## src/rtl/hash_accumulator.sv

```systemverilog
// hash_accumulator
//   Assembles a NUM_WORDS x WORD_WIDTH hash from words that arrive one at a time,
//   in any order. Each index may be written once per hash; a repeated or
//   out-of-range index is dropped and flagged with a one-cycle err_pulse.
//   When every word has been written the result is presented with hash_valid
//   until the consumer takes it with hash_ready.
//
//   Optional feature (macro HASH_FEEDFORWARD_EN): each stored word is
//   word_data + the matching word of prev_hash captured at start, mod 2^WORD_WIDTH.
//   Without the macro the base register and adders are not built.
//
// Ports
//   clock        rising-edge clock
//   reset        synchronous, active-high reset
//   start        begin a new hash, capture prev_hash (wins over everything but reset)
//   prev_hash    previous hash, word k at [k*WORD_WIDTH +: WORD_WIDTH]
//   word_valid   word_addr / word_data valid
//   word_ready   high while collecting words
//   word_addr    target word index
//   word_data    word payload
//   hash_valid   hash_vector complete
//   hash_ready   consumer takes the result
//   hash_vector  assembled hash, same layout as prev_hash
//   word_mask    bit k set once word k has been written in the current hash
//   err_pulse    one cycle after a rejected word
module hash_accumulator #(
  parameter int WORD_WIDTH = 32,
  parameter int NUM_WORDS  = 8,
  localparam int ADDR_W    = (NUM_WORDS > 1) ? $clog2(NUM_WORDS) : 1
) (
  input  logic                            clock,
  input  logic                            reset,
  input  logic                            start,
  input  logic [NUM_WORDS*WORD_WIDTH-1:0] prev_hash,
  input  logic                            word_valid,
  output logic                            word_ready,
  input  logic [ADDR_W-1:0]               word_addr,
  input  logic [WORD_WIDTH-1:0]           word_data,
  output logic                            hash_valid,
  input  logic                            hash_ready,
  output logic [NUM_WORDS*WORD_WIDTH-1:0] hash_vector,
  output logic [NUM_WORDS-1:0]            word_mask,
  output logic                            err_pulse
);

  typedef enum logic [1:0] {
    StIdle    = 2'd0,
    StCollect = 2'd1,
    StDone    = 2'd2
  } state_e;

  state_e                          state_q, state_d;
  logic [NUM_WORDS-1:0]            mask_q, mask_d;
  logic [NUM_WORDS*WORD_WIDTH-1:0] hash_q, hash_d;
  logic                            err_q, err_d;

  // One bit per word index; all zero when word_addr is beyond NUM_WORDS-1.
  logic [NUM_WORDS-1:0]            addr_onehot;
  logic [NUM_WORDS*WORD_WIDTH-1:0] store_vec;
  logic                            in_range;
  logic                            dup;

  for (genvar k = 0; k < NUM_WORDS; k++) begin : g_addr
    assign addr_onehot[k] = (word_addr == ADDR_W'(k));
  end

  assign in_range = |addr_onehot;
  assign dup      = |(addr_onehot & mask_q);

`ifdef HASH_FEEDFORWARD_EN
  logic [NUM_WORDS*WORD_WIDTH-1:0] base_q;

  always_ff @(posedge clock) begin
    if (reset) begin
      base_q <= '0;
    end else if (start) begin
      base_q <= prev_hash;
    end
  end

  for (genvar k = 0; k < NUM_WORDS; k++) begin : g_ff_add
    assign store_vec[k*WORD_WIDTH +: WORD_WIDTH] =
        word_data + base_q[k*WORD_WIDTH +: WORD_WIDTH];
  end
`else
  logic unused_prev_hash;
  assign unused_prev_hash = ^prev_hash;
  assign store_vec        = {NUM_WORDS{word_data}};
`endif

  always_comb begin
    state_d = state_q;
    mask_d  = mask_q;
    hash_d  = hash_q;
    err_d   = 1'b0;

    if (start) begin
      // A word presented alongside start is dropped silently.
      state_d = StCollect;
      mask_d  = '0;
      hash_d  = '0;
    end else begin
      case (state_q)
        StCollect: begin
          if (word_valid) begin
            if (in_range && !dup) begin
              mask_d = mask_q | addr_onehot;
              for (int k = 0; k < NUM_WORDS; k++) begin
                if (addr_onehot[k]) begin
                  hash_d[k*WORD_WIDTH +: WORD_WIDTH] = store_vec[k*WORD_WIDTH +: WORD_WIDTH];
                end
              end
              if (&mask_d) begin
                state_d = StDone;
              end
            end else begin
              err_d = 1'b1;
            end
          end
        end
        StDone: begin
          if (hash_ready) begin
            state_d = StIdle;
          end
        end
        default: ;
      endcase
    end
  end

  always_ff @(posedge clock) begin
    if (reset) begin
      state_q <= StIdle;
      mask_q  <= '0;
      hash_q  <= '0;
      err_q   <= 1'b0;
    end else begin
      state_q <= state_d;
      mask_q  <= mask_d;
      hash_q  <= hash_d;
      err_q   <= err_d;
    end
  end

  assign word_ready  = (state_q == StCollect);
  assign hash_valid  = (state_q == StDone);
  assign hash_vector = hash_q;
  assign word_mask   = mask_q;
  assign err_pulse   = err_q;

endmodule
```

## config.mk

```make
export PLATFORM = sky130hd
export DESIGN_NAME = hash_accumulator
export DESIGN_NICKNAME = d
export VERILOG_FILES = /design/src/rtl/hash_accumulator.sv
export SDC_FILE = /design/constraint.sdc
export NUM_CORES = 1
export LEC_CHECK = 0
export ABC_AREA = 1
export BUFFER_PORTS_ARGS = -buffer_cell sky130_fd_sc_hd__buf_2
export CAP_MARGIN = 30
export CORE_AREA = 2 2 218 220
export DETAILED_ROUTE_END_ITERATION = 12
export DIE_AREA = 0 0 220 222
export SYNTH_ARGS = -nofsm -noshare
export SYNTH_HDL_FRONTEND = slang
export SYNTH_SLANG_ARGS = --single-unit
```

## constraint.sdc

```tcl
create_clock -name clock -period 1.6 [get_ports clock]
set_input_delay 0.16 -clock clock [delete_from_list [all_inputs] [get_ports clock]]
set_output_delay 0.16 -clock clock [all_outputs]
set_load 0.01 [all_outputs]
```

==> results of run 1 <==
==> critical path: cells and delay by family, from the launching register on <==
family	cells	cell delay, ns
AOI/OAI and AO/OA	1	0.06
buffers and inverters	2	0.31
and+or+nand+nor	7	0.88
DFF	1	0.33
==> where the power goes <==
part / switching, mW / leakage [nW] / internal (mW)
Combinational: 0.804 / 3.84 / 0.424
Sequential: 0.0205 / 2.15 / 6.68
Clock: 2.91 / 0.487 / 4.15
Total: 3.74 / 6.48 / 11.2
==> path summary, 6_finish.rpt <==
kind / slack [ns] / startpoint / end / cells past startpoint
worst min-delay path: 0.02 / word_data[1] / hash_vector[65]$_SDFFE_PP0P_ / 3
worst max register to register: -0.11 / word_mask[6]$_SDFFE_PP0P_ / hash_vector[71]$_SDFFE_PP0P_ / 10
worst min register to register: 0.46 / hash_vector[231]$_SDFFE_PP0P_ / hash_vector[231]$_SDFFE_PP0P_ / 2
worst max-delay path: -0.11 / word_mask[6]$_SDFFE_PP0P_ / hash_vector[71]$_SDFFE_PP0P_ / 10
==> area by class of cell <==
class                   instances  area share, %
flip-flops and latches        267           33.0
repair buffers                440           22.2
clock buffers                  44           5.45
well taps                     607           4.68
repair inverters                1         0.0539
multi-input cells             876           32.5
clock inverters                11          0.763
inverters                      52           1.41
diodes                          2         0.0308
==> metal layers <==
layer	wire length (um)	part of all wire [%]	vias to the layer above
li1	-	-	5054
met1	20200	42	5074
met2	22000	45	468
met3	4750	9.8	79
met4	1440	3.0	0
met5	0	0	-
==> what timing repair did <==
action | CTS | global route
hold endpoints to repair | 232 | 0
setup buffers | 2 | 18
cloned | 0 | 30
endpoints found under the setup margin | 59 | 259
hold buffers | 34 | 0
pin swaps | 3 | 38
gates resized for setup | 16 | 388
==> cell families after synthesis <==
logic type      count (synthesis)  synth area share (%)
compound gates                235                  11.6
buf+inv                       189                  8.34
flops                         267                  52.5
simple gates                  640                  27.6
==> cell usage in the layout, fill, tap and decap left out, types with 2 or more instances in the layout <==
master         Yosys  layout
buf_2             68     306
dfxtp_1          267     261
nand3_1          233     213
nand2_1          318     174
a21oi_1          234     154
nand2_4            0      85
a21oi_2            0      80
nor2_1            70      68
clkbuf_16          0      55
nand2_2            0      54
inv_1             45      45
dlygate4sd3_1      0      34
buf_12             0      33
buf_4              6      23
nand3_2            1      20
nor2_4            10      11
buf_8              0      10
buf_6              2       8
nand2_8            1       7
clkbuf_1          43       7
nand4_1            6       6
clkbuf_8           0       6
dfxtp_2            0       6
inv_2              7       5
bufinv_16          0       3
clkinv_2           0       3
clkinvlp_4         0       3
diode_2            0       2
inv_6              0       2
clkinv_4           0       2
buf_16             0       2
==> sequential cells by signal, summed over array words and instances (netlist names) <==
signal,cells
state_q,2
hash_vector,256
word_mask,8
err_pulse,1
==> through the flow <==
stage	setup slack, ns	total power [mW]
2_1_floorplan	0.113	7.30
3_3_place_gp	-0.209	7.68
3_5_place_dp	-0.212	7.69
4_1_cts	-0.0123	14.9
5_1_grt	-0.169	15.5
6_report	-0.114	15.0
==> summary.md, run 1 <==
| Metric | Value |
|---|---|
| Final worst path period share | 107% |
| GR met3 Demand/Resource | 5.40% |
| Slew margin rel. | 67.9% |
| Synth Instances | 1331 |
| Data required time at the worst endpoint | 2.04 ns |
| Number of buffers added by the clock tree synthesis step | 30 |
| CP dominant cell by count | nor2_4 |
| Classification of the worst-slack hold path | in2reg |
| Storage cell area | 5350 sq um |
| DIE AREA | 48800 sq um |
| Number of H-tree levels | 1 |
| Post-Route WL | 48.4 mm |
| Post-route design area | 16200 sq um |
| Synth top area cells | dfxtp_1, nand2_1, a21oi_1 |
| Ratio of routed vias to standard cells | 4.64 |
| Placed cell areas | 12500 sq um |
| Cell taking the most area after synthesis | dfxtp_1 |
| Pin count of the biggest net entering global routing | 79 |
| Critical Path Fanout Max | 13 |
| Worst-case clock buffer depth | 3 |
| Area fraction of the dominant cell type after synthesis | 52.5% |
| Area Overhead vs Synth | 59.6% |
| Final hold violation count | 0 |
| Setup violators final | 227 |
| Number of clock sinks | 267 |
| Critical Setup Path Class | reg2reg |
| Slew of the pin with the lowest slew margin | 0.482 ns |
| Post-synthesis cell area | 10200 sq um |
| Number of DRC markers in iteration 0 | 824 |
| Global-route met1 utilization | 20.3% |
| Outcome | finished, violations left |
| Clock transition at the registers of the reported paths | 0.06 ns |
| Worst setup EP type | flop |
| Max Clock Freq | 0.584 GHz |
| Violated checks | negative setup slack |
| Total global routing track utilization | 16.2% |
| Proportion of layout cells with a drive suffix above 1 | 43.0% |
| Number of placed cells counting well taps | 2160 |
| Total grt overflow | 0 |
| Top-count cell post-synth | nand2_1 |
| Average cell area after synthesis | 7.65 sq um |
| Effective utilization at floorplan | 22.0% |
| First-pass GRT wire length | 60.1 mm |
| End-of-flow core utilization | 35.1% |
| Post-synthesis sequential element count | 267 |
| Max IR drop VDD | 0.692 mV |
| I/O pin cnt | 563 |
| Smallest hold slack | 0.0239 ns |
| Time the final worst path needs with I/O delays and setup | 1.71 ns |
| Max-slew violation total from the final report | 0 |
| Number of routed nets with antenna violations | 0 |
| Via count of the first global-routing pass | 9607 |
| Leading register cell type out of synthesis | dfxtp_1 |
| Post-Synthesis Net Count | 1627 |
| Number of detailed-routing iterations run before antenna repair | 5 |
| Number of max-capacitance violations reported | 0 |
| Count of distinct cell types in the synthesized netlist | 19 |
| Static Leakage | 6.48 nW |
| Critical path arrival | 2.15 ns |
| Setup WS post-layout | -0.114 ns |
| Final sum of negative setup slack | -10.89 ns |
| Cell Count, Final, Fillers Out | 2300 |
| Top cells by count, synth | nand2_1, dfxtp_1, a21oi_1, nand3_1, nor2_1 |
| Crit path cell chain | nand4_1 -> nand2_2 -> nor2_4 -> nand2_4 -> nor2_4 -> buf_6 -> nand2_8 -> buf_12 -> nand2_1 -> a21oi_1 |
| TritonCTS clock tree | built |
| Multi-input logic area | 5280 sq um |
| Filler cell count in the final layout | 4687 |
| DRC violations left | 0 |
| Yosys warns | 0 |
| Antenna violations before repair | 3 |
| Std-Cell Core Area | 46300 sq um |
| # nets final | 1964 |
| Fraction of registers with async set or reset after synthesis | 0% |
| Routed wire length per instance | 21.0 um |
| Number of input and output port buffers inserted | 306 |
| Via count | 10.7k |
| Die height | 222 um |
| Met2 Use GR | 26.0% |
| Startpoint Class | flop |
| Layer with the highest usage after global routing | met2 |
| Count of flip-flops with a built-in enable after synthesis | 0 |
| Clock tree root driver cell | clkbuf_16 |
| DIE WIDTH | 220 um |
| Critical path's largest stage delay | 0.33 ns |
| Clock tree skew after final layout | 0.00811 ns |
| Gpl congestion | 0.805 |
| Cell at the slowest stage of the critical path | dfxtp_1 |
| Unrepaired setup endpoints after global routing | true |
| Half-perimeter wire length after placement | 28.4 mm |
| Power per Cell Area | 923 nW/um^2 |
| Clock latency reported for the late side of the worst-skew pair | 0.58 ns |
| Row cnt | 79 |
| Proportion of synthesized chip area in sequential cells | 52.5% |
Note: power is estimated with default switching activity, not from simulation.
==> run 2, diff against run 1 <==
RECOVER_POWER = 100   (was unset)
==> run 2 against run 1 <==
Effect of this change:
- the flow still finishes with violations (negative setup slack)
- routed wire length about the same
- core utilization decreased by 0.084 points
- critical path depth unchanged
- combinational power about the same
- design area decreased by 0.24%
- worst hold slack got worse by 0.0072 ns
- maximum frequency increased by 0.11%
- largest cell class unchanged
==> summary.md, run 2 (same netlist as run 1, synthesis figures left out) <==
| Metric | Value |
|---|---|
| Max FFs per register | 256 (unchanged) |
| Number of DRC markers in iteration 0 | 911 (+11%) |
| Clock Power Share | 47.1% (about the same) |
| Post-route design area | 16200 sq um (-0.24%) |
| Switching part of the total | 25.0% (about the same) |
| DIE AREA | 48800 sq um (unchanged) |
| Crit Reg-Reg Startpoint | word_mask[6]$_SDFFE_PP0P_ |
| Max IR drop VDD | 0.695 mV (+0.35%) |
| Final worst path period share | 107% (-0.12 points) |
| DIE WIDTH | 220 um (unchanged) |
| Logic pwr share | 8.2% (about the same) |
| Clock latency reported for the late side of the worst-skew pair | 0.58 ns (about the same) |
| Clock tree root driver cell | clkbuf_16 |
| Total global routing track utilization | 16.2% (unchanged) |
| Fraction of power consumed by sequential logic | 44.7% (about the same) |
| Die height | 222 um (unchanged) |
| Critical path's largest stage delay | 0.33 ns (about the same) |
| Top library cells by usage in the layout, fill and taps aside | buf_2, dfxtp_1, nand3_1 |
| Post-Route WL | 48.4 mm (about the same) |
| Number of max-capacitance violations reported | 0 (unchanged) |
| Number of routed nets with antenna violations | 0 (unchanged) |
| Clock transition at the registers of the reported paths | 0.06 ns (about the same) |
| Cell Count, Final, Fillers Out | 2301 (+0.043%) |
| Cell at the slowest stage of the critical path | dfxtp_1 |
| Outcome | finished, violations left |
| Total grt overflow | 0 (unchanged) |
| First-pass GRT wire length | 60.1 mm (unchanged) |
| TritonCTS clock tree | built |
| Category of cells accounting for the largest share of critical-path delay | simple AND/OR/NAND/NOR gates |
| Crit path cell chain | nand4_1 -> nand2_2 -> nor2_4 -> nand2_4 -> nor2_4 -> buf_6 -> nand2_8 -> buf_12 -> nand2_1 -> a21oi_1 |
| Storage cell area | 5350 sq um (unchanged) |
| Multi-input logic area | 5280 sq um (unchanged) |
| Worst-case clock buffer depth | 3 (unchanged) |
| Static Leakage | 6.34 nW (-2.2%) |
| DRC violations left | 0 (unchanged) |
| Max Clock Freq | 0.584 GHz (+0.11%) |
| Std-Cell Core Area | 46300 sq um (unchanged) |
| Most common cell after layout, fill and taps aside | buf_2 |
| Startpoint Class | flop |
| Max-slew violation total from the final report | 0 (unchanged) |
| I/O pin cnt | 563 (unchanged) |
| Via count | 10.7k (+0.047%) |
| Critical Path Fanout Max | 13 (unchanged) |
| Time the final worst path needs with I/O delays and setup | 1.71 ns (-0.00195 ns) |
| Number of input and output port buffers inserted | 306 (unchanged) |
| Effective utilization at floorplan | 22.0% (unchanged) |
| Number of buffers added by the clock tree synthesis step | 30 (unchanged) |
| Area Overhead vs Synth | 59.2% |
| Worst setup EP type | flop |
| Clock tree skew after final layout | 0.00913 ns (+0.00102 ns) |
| Routed wire length per instance | 21.0 um (about the same) |
| NetSw | 3.74 mW (about the same) |
| Number of H-tree levels | 1 (unchanged) |
| Setup WS post-layout | -0.112 ns (+0.00195 ns) |
| Placed cell areas | 12500 sq um (unchanged) |
| Proportion of layout cells with a drive suffix above 1 | 41.0% (-2.0 points) |
| Power per Cell Area | 925 nW/um^2 (+0.26%) |
| Via count of the first global-routing pass | 9607 (unchanged) |
| Slew of the pin with the lowest slew margin | 0.482 ns (+0.000744 ns) |
| Final hold violation count | 0 (unchanged) |
| Ratio of routed vias to standard cells | 4.64 (about the same) |
| # nets final | 1964 (unchanged) |
| Violated checks | negative setup slack |
| Hold Startpoint | word_data[1] |
| Filler cell count in the final layout | 4700 (+0.28%) |
| Number of detailed-routing iterations run before antenna repair | 6 (+1) |
| Number of clock sinks | 267 (unchanged) |
| Pin count of the biggest net entering global routing | 79 (unchanged) |
| Launch point of the worst path | word_mask[6]$_SDFFE_PP0P_ |
| Gpl congestion | 0.805 (unchanged) |
| Unrepaired setup endpoints after global routing | true |
| Critical Setup Path Class | reg2reg |
| Slew margin rel. | 67.8% (about the same) |
| Number of buffer and inverter instances along the worst setup path | 2 (unchanged) |
| Data required time at the worst endpoint | 2.04 ns (about the same) |
| Critical path arrival | 2.15 ns (about the same) |
| Number of placed cells counting well taps | 2160 (unchanged) |
| Half-perimeter wire length after placement | 28.4 mm (unchanged) |
| Power Internal | 11.2 mW (about the same) |
| Row cnt | 79 (unchanged) |
| Smallest hold slack | 0.0167 ns (-0.00716 ns) |
| Antenna violations before repair | 3 (unchanged) |
| Classification of the worst-slack hold path | in2reg |
| Setup violators final | 224 (-1.3%) |
| CP dominant cell by count | nor2_4 |
[run 2: per-stage QoR]
step	util (%)	setup slack [ns]	TNS (ns)	power [mW]
after floorplan	-	0.113	0	7.30
after global placement	26.9	-0.209	-14.71	7.68
after detailed placement	26.9	-0.212	-19.20	7.69
after CTS	30.0	-0.0123	-0.0528	14.9
after global routing	35.0	-0.169	-26.89	15.5
final	35.0	-0.112	-10.58	15.0
[run 2: per-layer routing]
layer / GRT usage, % / wire length [um]
met1: 20.3 / 20300
met2: 26.0 / 21900
met3: 5.40 / 4790
met4: 5.28 / 1440
met5: 0 / 0
[run 2: layout make-up]
cell class | count | share of cell area [%]
Timing Repair inverter | 1 | 0.0541
Inverter | 52 | 1.41
Tap cell | 607 | 4.69
Multi-Input combinational cell | 876 | 32.6
Clock inverter | 11 | 0.765
Clock buffer | 44 | 5.46
Sequential cell | 267 | 33.0
Timing Repair Buffer | 440 | 22.0
Antenna cell | 3 | 0.0463
[run 2: worst reg2reg max path, cell delays in order, from the launching register on]
cell and delay [ns]:
dfxtp_1 0.33, nand4_1 0.12, nand2_2 0.08, nor2_4 0.20, nand2_4 0.13, nor2_4 0.19, buf_6 0.14, nand2_8 0.09
buf_12 0.17, nand2_1 0.06, a21oi_1 0.06
[run 2: final timing paths]
kind	to	slack, ns	depth (start not counted)
min	hash_vector[65]$_SDFFE_PP0P_	0.02	3
max reg2reg	hash_vector[71]$_SDFFE_PP0P_	-0.11	10
max	hash_vector[71]$_SDFFE_PP0P_	-0.11	10
min reg2reg	hash_vector[147]$_SDFFE_PP0P_	0.46	2
[run 2: power by group through the flow]
stage / combinational, mW / clock (mW) / sequential [mW]
6_report: 1.23 / 7.06 / 6.70
5_1_grt: 1.29 / 7.51 / 6.69
4_1_cts: 0.933 / 7.24 / 6.69
3_5_place_dp: 0.852 / 0 / 6.84
3_3_place_gp: 0.846 / 0 / 6.84
2_1_floorplan: 0.456 / 0 / 6.85
[run 2: repair_timing]
| item | 4_1_cts | 5_1_grt |
|---|---|---|
| pin swaps | 3 | 38 |
| hold buffers | 34 | 0 |
| endpoints found under the setup margin | 59 | 259 |
| cloned | 0 | 30 |
| gates resized for setup | 16 | 388 |
| hold endpoints to repair | 232 | 0 |
| setup buffers | 2 | 18 |
